### config.mk
export PLATFORM = sky130hd
export DESIGN_NAME = mips_mc_controller
export DESIGN_NICKNAME = d
export VERILOG_FILES = /design/src/rtl/mips_mc_pkg.sv /design/src/rtl/mips_mc_controller.sv
export SDC_FILE = /design/constraint.sdc
export NUM_CORES = 1
export LEC_CHECK = 0
export ABC_AREA = 0
export CORE_ASPECT_RATIO = 1.5
export CORE_MARGIN = 2
export CORE_UTILIZATION = 42
export CTS_CLUSTER_SIZE = 12
export DETAILED_ROUTE_END_ITERATION = 10
export PLACE_DENSITY = 0.78
export REMOVE_ABC_BUFFERS = 1
export SYNTH_ARGS = -nofsm -noshare
export SYNTH_HDL_FRONTEND = slang
export SYNTH_SLANG_ARGS = --single-unit
### constraint.sdc
create_clock -name clk -period 2.2 [get_ports clk]
set_clock_uncertainty 0.1 [all_clocks]
set_input_delay 0.33 -clock clk [delete_from_list [all_inputs] [get_ports clk]]
set_output_delay 0.33 -clock clk [all_outputs]
set_load 0.01 [all_outputs]
### src/rtl/mips_mc_pkg.sv
// Shared encodings for the multi-cycle MIPS main controller: states, opcodes,
// func codes and datapath mux selects.
package mips_mc_pkg;

  typedef enum logic [3:0] {
    S_IDLE    = 4'd0,
    S_IF      = 4'd1,
    S_ID      = 4'd2,
    S_EX_R    = 4'd3,
    S_WB_R    = 4'd4,
    S_EX_ADDR = 4'd5,
    S_MEM_LW  = 4'd6,
    S_WB_LW   = 4'd7,
    S_MEM_SW  = 4'd8,
    S_EX_BEQ  = 4'd9,
    S_EX_IMM  = 4'd10,
    S_WB_IMM  = 4'd11,
    S_JMP     = 4'd12,
    S_JAL     = 4'd13,
    S_JR      = 4'd14
  } state_e;

  localparam logic [5:0] OP_R    = 6'b000000;
  localparam logic [5:0] OP_LW   = 6'b100011;
  localparam logic [5:0] OP_SW   = 6'b101011;
  localparam logic [5:0] OP_BEQ  = 6'b000100;
  localparam logic [5:0] OP_ADDI = 6'b001000;
  localparam logic [5:0] OP_SLTI = 6'b001010;
  localparam logic [5:0] OP_J    = 6'b000010;
  localparam logic [5:0] OP_JAL  = 6'b000011;

  localparam logic [5:0] FUNC_JR  = 6'b001000;
  localparam logic [5:0] FUNC_SLT = 6'b101010;

  localparam logic [1:0] ALUOP_ADD  = 2'd0;
  localparam logic [1:0] ALUOP_SUB  = 2'd1;
  localparam logic [1:0] ALUOP_DIAG = 2'd2;
  localparam logic [1:0] ALUOP_NOP  = 2'd3;

  localparam logic [1:0] SRCB_REGB   = 2'd0;
  localparam logic [1:0] SRCB_FOUR   = 2'd1;
  localparam logic [1:0] SRCB_IMM    = 2'd2;
  localparam logic [1:0] SRCB_IMM_SH = 2'd3;

  localparam logic [1:0] PCSRC_ALU    = 2'd0;
  localparam logic [1:0] PCSRC_ALUOUT = 2'd1;
  localparam logic [1:0] PCSRC_JUMP   = 2'd2;
  localparam logic [1:0] PCSRC_REGA   = 2'd3;

  localparam logic [1:0] REGDST_RT  = 2'd0;
  localparam logic [1:0] REGDST_RD  = 2'd1;
  localparam logic [1:0] REGDST_R31 = 2'd2;

  localparam logic [1:0] MTR_ALUOUT = 2'd0;
  localparam logic [1:0] MTR_MDR    = 2'd1;
  localparam logic [1:0] MTR_PC     = 2'd2;

endpackage

### src/rtl/mips_mc_controller.sv
// Main control FSM for the multi-cycle MIPS datapath: sequences IF/ID/EX/MEM/WB
// and decodes every mux select and write enable from the current state.
module mips_mc_controller
  import mips_mc_pkg::*;
(
  input  logic       clk,
  input  logic       rst,
  input  logic [5:0] opcode,
  input  logic [5:0] func,
  input  logic       zero,
  output logic [1:0] aluop,
  output logic       pc_en,
  output logic       iord,
  output logic       mem_read,
  output logic       mem_write,
  output logic       ir_write,
  output logic       reg_write,
  output logic       alu_src_a,
  output logic [1:0] alu_src_b,
  output logic [1:0] pc_src,
  output logic [1:0] reg_dst,
  output logic [1:0] mem_to_reg,
  output logic       slt_sel
);

  state_e     state_q, state_d;
  logic [5:0] op_q, op_d;
  logic       pc_write, pc_write_cond;

  always_ff @(posedge clk) begin
    if (rst) begin
      state_q <= S_IDLE;
      op_q    <= OP_R;
    end else begin
      state_q <= state_d;
      op_q    <= op_d;
    end
  end

  // Opcode is captured in ID so later dispatch is immune to IR changes.
  assign op_d = (state_q == S_ID) ? opcode : op_q;

  always_comb begin
    state_d = S_IF;
    unique case (state_q)
      S_IDLE: state_d = S_IF;
      S_IF:   state_d = S_ID;
      S_ID: begin
        unique case (opcode)
          OP_R:             state_d = (func == FUNC_JR) ? S_JR : S_EX_R;
          OP_LW, OP_SW:     state_d = S_EX_ADDR;
          OP_BEQ:           state_d = S_EX_BEQ;
          OP_ADDI, OP_SLTI: state_d = S_EX_IMM;
          OP_J:             state_d = S_JMP;
          OP_JAL:           state_d = S_JAL;
          default:          state_d = S_IF;
        endcase
      end
      S_EX_R:    state_d = S_WB_R;
      S_EX_ADDR: state_d = (op_q == OP_SW) ? S_MEM_SW : S_MEM_LW;
      S_MEM_LW:  state_d = S_WB_LW;
      S_EX_IMM:  state_d = S_WB_IMM;
      default:   state_d = S_IF;
    endcase
  end

  always_comb begin
    aluop         = ALUOP_NOP;
    pc_write      = 1'b0;
    pc_write_cond = 1'b0;
    iord          = 1'b0;
    mem_read      = 1'b0;
    mem_write     = 1'b0;
    ir_write      = 1'b0;
    reg_write     = 1'b0;
    alu_src_a     = 1'b0;
    alu_src_b     = SRCB_REGB;
    pc_src        = PCSRC_ALU;
    reg_dst       = REGDST_RT;
    mem_to_reg    = MTR_ALUOUT;
    slt_sel       = 1'b0;
    unique case (state_q)
      S_IF: begin
        mem_read  = 1'b1;
        ir_write  = 1'b1;
        alu_src_b = SRCB_FOUR;
        aluop     = ALUOP_ADD;
        pc_write  = 1'b1;
      end
      S_ID: begin
        alu_src_b = SRCB_IMM_SH;
        aluop     = ALUOP_ADD;
      end
      S_EX_R: begin
        alu_src_a = 1'b1;
        aluop     = ALUOP_DIAG;
      end
      S_WB_R: begin
        reg_write = 1'b1;
        reg_dst   = REGDST_RD;
        slt_sel   = (func == FUNC_SLT);
      end
      S_EX_ADDR: begin
        alu_src_a = 1'b1;
        alu_src_b = SRCB_IMM;
        aluop     = ALUOP_ADD;
      end
      S_MEM_LW: begin
        mem_read = 1'b1;
        iord     = 1'b1;
      end
      S_WB_LW: begin
        reg_write  = 1'b1;
        mem_to_reg = MTR_MDR;
      end
      S_MEM_SW: begin
        mem_write = 1'b1;
        iord      = 1'b1;
      end
      S_EX_BEQ: begin
        alu_src_a     = 1'b1;
        aluop         = ALUOP_SUB;
        pc_src        = PCSRC_ALUOUT;
        pc_write_cond = 1'b1;
      end
      S_EX_IMM: begin
        alu_src_a = 1'b1;
        alu_src_b = SRCB_IMM;
        aluop     = (op_q == OP_SLTI) ? ALUOP_SUB : ALUOP_ADD;
      end
      S_WB_IMM: begin
        reg_write = 1'b1;
        slt_sel   = (op_q == OP_SLTI);
      end
      S_JMP: begin
        pc_src   = PCSRC_JUMP;
        pc_write = 1'b1;
      end
      S_JAL: begin
        pc_src     = PCSRC_JUMP;
        pc_write   = 1'b1;
        reg_write  = 1'b1;
        reg_dst    = REGDST_R31;
        mem_to_reg = MTR_PC;
      end
      S_JR: begin
        pc_src   = PCSRC_REGA;
        pc_write = 1'b1;
      end
      default: ;
    endcase
  end

  assign pc_en = pc_write | (pc_write_cond & zero);

endmodule

==> results.ini <==
[power_and_ir_drop]
power.share.switching_pct = 25.0
seqPwrFrac_pct = 41.5
p_leak_nw = 0.484
clkPwrFrac_pct = 34.9
intPower_uw = 346
pwr-share-comb_pct = 23.6
p_total_uw = 461
peakVddDrop_uv = 288
power.switching_uw = 115
p_per_area_nw_per_um2 = 367

[timing]
setup_violations = 0
slew_headroom_pct = 59.9
drv_slew = 0
finalCritPeriodShare_pct = 99.3
hold_violations = 0
worstMarginPinSlew_ns = 0.597
fin_crit_ns = 2.18
grt_setup_unrepaired = true
setup_tns_ns = 0
fmax_mhz = 458

[logic_synthesis]
yosys_warnings = 0
synth.top_cell.area_share_pct = 24.4
synth_seq_cells = 10
synth.avg_cell_area_um2 = 6.72
synth-seq-area-share_pct = 24.4
syn_area_um2 = 820
synth_cell_types = 35
synthCells = 122
ys_top_cells_by_area = dfxtp_1, a21oi_1, nand2_1
yosys.area.top_type = dfxtp_1

[global_route]
gr-total-overflow = 0
grt_pass1_vias = 820
antenna_found_initial = 0
grt_pass1_wl_um = 3450
grt_use_total_pct = 20.7
grt_max_degree = 16

[layout]
fin_cells = 180
area_growth_pct = 53.1
fin_nets = 175
layout_commonest_cell = clkdlybuf4s50_1
drive_above_1_share_pct = 15.1
num_antenna_cells = 0
final_cell_mix = clkdlybuf4s50_1, nand2_1, a21oi_1

[worst_setup_path]
max_stage_delay_ns = 0.53
critPathCaptureType = output pin
cpLargestDelayFamily = buffers and inverters
crit_chain = buf_4 > o21ai_0 > a31oi_1 > or2_1 > clkdlybuf4s50_1
path_class = reg2out
required_ns = 1.77
slowest_stage = clkdlybuf4s50_1
worstSetupStartpointType = register
critPathArrivalTime_ns = 1.75
cp.buffers_inverters = 2
crit_path_max_fanout = 11

[detailed_routing]
wl_per_cell_um = 12.2
vias_per_cell = 5.39
drc = 0
dr.pass1.iters = 4
ant_nets = 0
drt_iter0_drc = 23
num_vias = 970
wirelength_um = 2200

[clock_tree]
clockBufferDepth = 2
clk_latency_ns = 0.26
cts_hold_buf = 0
clkTransAtPathRegs_ns = 0.06
root_buffer = clkbuf_4
h-tree-depth = 1
numCtsBuffers = 3
clock-sinks = 10
cts_tree = built

[run]
maxCapViolCount = 0

[outcome]
outcome = completed

[floorplanning]
start_util_pct = 44.8
coreArea_um2 = 1830
rows = 19
die_y_um = 58.1
die_area_um2 = 2330
die_w_um = 40.1
io_pins = 33

[placed_design]
post-dp-hpwl_um = 1790
port_buffers = 32
place_congestion = 0.806
place_inst = 175

[hold_path]
min_path_type = reg2reg

## tightest hold or removal path: stages (launching register included)
cell	delay [ns]
dfxtp_1	0.31
nand2_1	0.05
a21oi_1	0.05
## power groups by stage
stage,logic [mW],clock network [mW],registers [mW]
after detailed placement,0.109,0,0.197
after floorplan,0.0420,0,0.197
after global routing,0.118,0.171,0.192
final,0.109,0.161,0.191
after global placement,0.107,0,0.197
after CTS,0.109,0.164,0.193
## metrics by stage
stage | area, um2 | setup WS (ns) | hold WS [ns] | util [%]
2_1_floorplan | 772 | 0.277 | 0.299 | -
3_3_place_gp | 1180 | -0.0798 | 0.342 | 64.4
3_5_place_dp | 1180 | -0.136 | 0.351 | 64.4
4_1_cts | 1240 | 0.0137 | 0.359 | 68.0
5_1_grt | 1250 | -0.0616 | 0.377 | 68.6
6_report | 1250 | 0.0152 | 0.357 | 68.6
## path summary, 6_finish.rpt
| kind | startpoint | endpoint | slack [ns] | cells past startpoint |
|---|---|---|---|---|
| worst max-delay path | state_q[1]$_SDFF_PP0_ | reg_write | 0.02 | 5 |
| worst min-delay path | op_q[4]$_SDFFE_PP0P_ | op_q[4]$_SDFFE_PP0P_ | 0.36 | 2 |
| worst max register to register | state_q[0]$_SDFF_PP0_ | state_q[3]$_SDFF_PP0_ | 0.27 | 4 |
| worst min register to register | op_q[4]$_SDFFE_PP0P_ | op_q[4]$_SDFFE_PP0P_ | 0.36 | 2 |
## final cells by class
cell class | count | area (um2)
tap | 21 | 26.3
timing repair buffer | 41 | 387
multi-input combinational | 102 | 586
inverter | 2 | 7.51
sequential | 10 | 213
clock buffer | 4 | 36.3
fill | 163 | 576
## routing by layer
layer	routed length (um)	part of all wire, %	track usage [%]	vias up
li1	-	-	-	512
met1	871	40	23.2	428
met2	1240	56	38.7	26
met3	77	3.5	1.15	4
met4	15	0.68	5.91	0
met5	0	0	0	-
## flip-flops by register name, indices dropped and copies added, names as in the netlist
signal	count
op_q	6
state_q	4
## synthesized netlist by cell type, drive strengths merged
cell     count
a211o        1
a211oi       1
a21oi       16
a31o         1
a31oi        2
a32o         1
and2         5
buf          4
clkbuf       4
dfxtp       10
inv          2
mux2i        2
nand2       20
nand2b       5
nand3        1
nand4bb      1
nor2        13
nor2b        3
nor3         8
nor4         3
nor4b        1
o211ai       1
o21a         2
o21ai        6
o22ai        1
o31a         2
or2          1
or3          1
or4          1
or4b         1
xor2         2
## what timing repair did
action	CTS	global route
buffers inserted	1	0
pin swaps	1	0
endpoints found under the setup margin	12	5
resized for setup	12	4
hold endpoints to repair	0	0
## cells by family (layout without fill, tap and decap cells)
family | count (synthesis) | count (layout) | share of synthesized area, %
AOI/OAI and AO/OA | 34 | 34 | 24.9
xor gates and xnor gates | 2 | 2 | 2.14
buffers and inverters | 10 | 47 | 6.72
DFF | 10 | 10 | 24.4
muxes | 2 | 2 | 2.44
and+or+nand+nor | 64 | 64 | 39.4
Note: power is estimated with default switching activity, not from simulation.
==> RTL change 1 (same flow settings) <==
Reset style: asynchronous (`rst`), changed in one clocked block.
--- a/src/rtl/mips_mc_controller.sv
+++ b/src/rtl/mips_mc_controller.sv
@@ -28,5 +28,5 @@
   logic       pc_write, pc_write_cond;
 
-  always_ff @(posedge clk) begin
+  always_ff @(posedge clk or posedge rst) begin
     if (rst) begin
       state_q <= S_IDLE;
Formal check against the unedited RTL: differs if rst is asserted again (counterexample within 4 cycles, from zero or initial values and one cycle with rst high); with rst held inactive, the same outputs for 10 cycles.
==> RTL change 1 against the original RTL <==
- wire length up 0.32%
- final area up 3.8%
- die area up 1.4%
- synthesized area up 1.5%
- sequential cell count unchanged
- worst setup slack better by 0.073 ns
- first-iteration DRC count down 8.7%
Power is left out: it rests on default switching activity, and per cell area and clock period it moved more than threefold.
==> RTL change 1: results (changes against the original RTL) <==
INFO  metric dpl_worst_slack = -0.0527 ns (was -0.136 ns)
INFO  metric fillCellCount = 152 (was 163)
INFO  metric synthFlopType = sky130_fd_sc_hd__dfrtp_1 (was sky130_fd_sc_hd__dfxtp_1)
INFO  metric track_usage = 20.8% (was 20.7%)
INFO  metric gr-usage-met3 = 2.26% (was 1.15%)
INFO  metric routabilityCongestion = 0.840 (was 0.806)
INFO  metric nets = 161 (was 175)
INFO  metric drt_iter0_markers = 21 (was 23)
INFO  metric worstPathArrival = 1.68 ns (was 1.75 ns)
INFO  metric status = complete, no violations (unchanged)
INFO  metric placedInstanceArea = 1220 µm² (was 1180 µm²)
INFO  metric ratio_of_cells_with_drive_above_1_in_the_final_layout = 26.9% (was 15.1%)
INFO  metric ys_seq_area_share = 30.1% (was 24.4%)
INFO  metric routed_via_density = 5.64 (was 5.39)
INFO  metric hp-class = primary input to async pin (was register to register)
INFO  metric detailed_place_hpwl = 1.72 mm (was 1.79 mm)
INFO  metric synth_area_leaders = sky130_fd_sc_hd__dfrtp_1 (30%), sky130_fd_sc_hd__mux2_2 (8.1%), sky130_fd_sc_hd__a21oi_1 (6.6%), sky130_fd_sc_hd__nor2_1 (6.3%), sky130_fd_sc_hd__nand2b_1 (6.0%) (was sky130_fd_sc_hd__dfxtp_1 (24%), sky130_fd_sc_hd__a21oi_1 (9.8%), sky130_fd_sc_hd__nand2_1 (9.2%), sky130_fd_sc_hd__nor2_1 (6.0%), sky130_fd_sc_hd__nor3_1 (4.9%))
INFO  metric gr-usage-met1 = 21.7% (was 23.2%)
INFO  metric vias_in_the_first_global_route = 884 (was 820)
INFO  metric critical_path_fanout_max = 13 (was 11)
INFO  metric worst_slew_pin_slew = 0.478 ns (was 0.597 ns)
INFO  metric gr_met2_demand_resource = 38.1% (was 38.7%)
INFO  metric route.final.wire_length = 2.21 mm (was 2.20 mm)
INFO  metric grt_first_pass_wirelength = 3.48 mm (was 3.45 mm)
INFO  metric synth_async_sr_flop_share = 100% (was 0%)
==> RTL change 1: changes by cell type after synthesis, moves of 4 or more <==
| cell | change |
|---|---|
| sky130_fd_sc_hd__mux2_2 | +6 |
| sky130_fd_sc_hd__nand2_1 | -13 |
| sky130_fd_sc_hd__and2_1 | -5 |
| sky130_fd_sc_hd__buf_2 | +5 |
| sky130_fd_sc_hd__nor3_1 | -4 |
| sky130_fd_sc_hd__dfxtp_1 | -10 |
| sky130_fd_sc_hd__a21oi_1 | -5 |
| sky130_fd_sc_hd__dfrtp_1 | +10 |
==> RTL change 1: layout make-up <==
type | count | area [µm²] | area share (%)
inverter | 1 | 3.75 | 0.288
timing repair buffer | 47 | 442 | 33.9
clock buffer | 4 | 36.3 | 2.79
multi-input combinational | 83 | 543 | 41.7
tap | 21 | 26.3 | 2.02
sequential | 10 | 251 | 19.3
==> RTL change 1: stage by stage <==
stage / std cells / setup TNS [ns] / utilization (%) / hold slack [ns]
floorplan: 94 / 0 / - / 0.0702
global placement: 159 / -0.0286 / 66.0 / 0.383
detailed placement: 159 / -0.0527 / 66.0 / 0.394
CTS: 165 / -0.334 / 69.2 / 0.239
global route: 166 / 0 / 70.2 / 0.299
finish: 166 / 0 / 70.2 / 0.241
==> RTL change 1: repair_timing <==
action,in CTS,in global routing
pin swaps,0,1
setup buffers,2,1
resized for setup,10,17
setup endpoints to repair,14,13
==> RTL change 1: worst max-delay path, cell delays in order, from the launching register on <==
cell	delay, ns
sky130_fd_sc_hd__dfrtp_1	0.36
sky130_fd_sc_hd__buf_6	0.16
sky130_fd_sc_hd__nand2b_1	0.10
sky130_fd_sc_hd__buf_4	0.17
sky130_fd_sc_hd__nor2_1	0.10
sky130_fd_sc_hd__clkdlybuf4s50_1	0.53
==> RTL change 1: logic make-up after synthesis <==
| kind of cell | Yosys count | synth area share [%] |
|---|---|---|
| compound gates | 28 | 21.5 |
| simple gates | 48 | 33.4 |
| buf+inv | 10 | 5.87 |
| flops | 10 | 30.1 |
| mux | 6 | 8.12 |
| xor+xnor | 1 | 1.05 |
==> RTL change 1: per-layer routing <==
metal,vias to the layer above,routed length (µm)
met3,8,118
met5,-,0
met1,433,812
li1,458,-
met2,38,1200
met4,0,76
==> RTL change 1: path summary, 6_finish.rpt <==
path / startpoint / to / depth (start not counted) / slack (ns)
worst min register to register: op_q[1] / op_q[1] / 1 / 0.40
worst min-delay path: rst / op_q[2] / 2 / 0.24
worst max-delay path: state_q[2] / mem_to_reg[0] / 5 / 0.09
max in group asynchronous: rst / state_q[1] / 2 / 1.46
min in group clk: op_q[1] / op_q[1] / 1 / 0.40
worst max register to register: state_q[3] / op_q[3] / 5 / 0.54
==> RTL change 2 (same flow settings) <==
Without the edit above. Register the inputs `opcode`, `func` and `zero` before use. The logic sees them one clock later.
--- a/src/rtl/mips_mc_controller.sv
+++ b/src/rtl/mips_mc_controller.sv
@@ -24,4 +24,14 @@
 );
 
+  logic [5:0] opcode_q;
+  logic [5:0] func_q;
+  logic zero_q;
+
+  always_ff @(posedge clk) begin
+    opcode_q <= opcode;
+    func_q   <= func;
+    zero_q   <= zero;
+  end
+
   state_e     state_q, state_d;
   logic [5:0] op_q, op_d;
@@ -39,5 +49,5 @@
 
   // Opcode is captured in ID so later dispatch is immune to IR changes.
-  assign op_d = (state_q == S_ID) ? opcode : op_q;
+  assign op_d = (state_q == S_ID) ? opcode_q : op_q;
 
   always_comb begin
@@ -47,6 +57,6 @@
       S_IF:   state_d = S_ID;
       S_ID: begin
-        unique case (opcode)
-          OP_R:             state_d = (func == FUNC_JR) ? S_JR : S_EX_R;
+        unique case (opcode_q)
+          OP_R:             state_d = (func_q == FUNC_JR) ? S_JR : S_EX_R;
           OP_LW, OP_SW:     state_d = S_EX_ADDR;
           OP_BEQ:           state_d = S_EX_BEQ;
@@ -99,5 +109,5 @@
         reg_write = 1'b1;
         reg_dst   = REGDST_RD;
-        slt_sel   = (func == FUNC_SLT);
+        slt_sel   = (func_q == FUNC_SLT);
       end
       S_EX_ADDR: begin
@@ -152,5 +162,5 @@
   end
 
-  assign pc_en = pc_write | (pc_write_cond & zero);
+  assign pc_en = pc_write | (pc_write_cond & zero_q);
 
 endmodule
Check against the original RTL: not equivalent (Yosys sat finds a counterexample within 4 cycles, from zero or initial values and one cycle with rst high).
==> RTL change 2 against the original RTL <==
- final area grew 24%
- core utilization down 4.8 points
- sequential cell count grew 13
- combinational power is 45% higher
- power is 72% higher
- wire length rose by 12%
- synthesized cell count rose by 11%
- global-route usage down 3.0 points
- clock power grew 11%
- synthesized area grew 34%
- worst setup slack better by 0.10 ns
- critical path type unchanged
- largest cell class unchanged
==> RTL change 2: results (changes against the original RTL) <==
INFO  metric status = complete, no violations (unchanged)
INFO  metric vias_in_the_first_global_route = 974 (was 820)
INFO  metric worstSetupStartpoint = op_q[2] (was state_q[1])
INFO  metric synth_cell_type_count = 40 (was 35)
INFO  metric vdd_drop_max = 373 µV (was 288 µV)
INFO  metric cell_depth_of_the_worst_setup_path = 4 (was 5)
INFO  metric synth.cells.most_frequent = sky130_fd_sc_hd__dfxtp_1 (23), sky130_fd_sc_hd__nand2_1 (17), sky130_fd_sc_hd__a21oi_1 (16), sky130_fd_sc_hd__nor2_1 (16), sky130_fd_sc_hd__nand2b_1 (8) (was sky130_fd_sc_hd__nand2_1 (20), sky130_fd_sc_hd__a21oi_1 (16), sky130_fd_sc_hd__nor2_1 (13))
INFO  metric synth_area_leaders = sky130_fd_sc_hd__dfxtp_1 (42%), sky130_fd_sc_hd__a21oi_1 (7.3%), sky130_fd_sc_hd__nand2_1 (5.8%), sky130_fd_sc_hd__nor2_1 (5.5%), sky130_fd_sc_hd__nand2b_1 (4.6%) (was sky130_fd_sc_hd__dfxtp_1 (24%), sky130_fd_sc_hd__a21oi_1 (9.8%), sky130_fd_sc_hd__nand2_1 (9.2%), sky130_fd_sc_hd__nor2_1 (6.0%), sky130_fd_sc_hd__nor3_1 (4.9%))
INFO  metric routabilityCongestion = 0.877 (was 0.806)
INFO  metric ys_seq_area_share = 42.1% (was 24.4%)
INFO  metric nets = 188 (was 175)
INFO  metric clkTransAtPathRegs = 0.11 ns (was 0.06 ns)
INFO  metric grt_first_pass_wirelength = 4.00 mm (was 3.45 mm)
INFO  metric detailed_place_hpwl = 1.90 mm (was 1.79 mm)
INFO  metric final.min_clock_period = 2.08 ns (was 2.18 ns)
INFO  metric timing.hold.ws = 0.363 ns (was 0.357 ns)
INFO  metric power_frac_clock = 22.6% (was 34.9%)
INFO  metric worst_hold_path.endpoint = opcode_q[5] (was op_q[4])
INFO  metric registers_with_the_highest_flip_flop_counts = func_q: 6 flops, op_q: 6 flops, opcode_q: 6 flops (was op_q: 6 flops, state_q: 4 flops)
INFO  metric crit_path_end = slt_sel (was reg_write)
INFO  metric routed_via_density = 5.65 (was 5.39)
INFO  metric fillCellCount = 216 (was 163)
INFO  metric worstPathArrival = 1.65 ns (was 1.75 ns)
INFO  metric route.final.wire_length = 2.47 mm (was 2.20 mm)
INFO  metric critical_path_fanout_max = 2 (was 11)
INFO  metric power.leakage = 0.697 nW (was 0.484 nW)
==> RTL change 2: changes by cell type after synthesis, sizes merged, moves of 3 or more <==
cell,delta
o21ai,-4
dfxtp,+13
nor2,+3
nand2,-3
and2,-4
clkbuf,+3
nand2b,+4
==> RTL change 2: logic make-up (layout without fill, tap and decap cells) <==
family	after synthesis	after routing	share of synthesized area [%]
AND/OR/NAND/NOR	63	63	29.7
multiplexers	1	1	0.914
AO/OA/AOI/OAI	35	35	20.6
flip-flops	23	23	42.1
XOR/XNOR	1	1	0.800
buffers and inverters	13	49	5.94
==> RTL change 2: routing by layer <==
metal / GRT usage [%] / wire length, µm / vias up
met4: 6.62 / 23 / 0
li1: - / - / 555
met1: 18.4 / 976 / 504
met2: 33.5 / 1330 / 46
met5: 0 / 0 / -
met3: 2.44 / 138 / 2
==> RTL change 2: area by class of cell <==
| type | instances | area, µm² | share of cell area (%) |
|---|---|---|---|
| Multi-Input combinational cell | 100 | 606 | 38.8 |
| Inverter | 1 | 3.75 | 0.240 |
| Sequential cell | 23 | 475 | 30.4 |
| Tap cell | 24 | 30.0 | 1.92 |
| Clock buffer | 4 | 26.3 | 1.68 |
| Timing Repair Buffer | 44 | 420 | 26.9 |
==> RTL change 2: repair_timing <==
action	CTS	global route
gates resized for setup	17	14
pin swaps	1	0
setup endpoints to repair	14	10
==> RTL change 2: stage by stage <==
step                cells  power (mW)  instance area (µm²)  util (%)
detailed placement    192       0.626                 1470      60.2
global route          196       0.839                 1560      63.7
finish                196       0.793                 1560      63.7
floorplan             124       0.533                 1030         -
CTS                   196       0.801                 1520      61.9
global placement      192       0.621                 1470      60.2
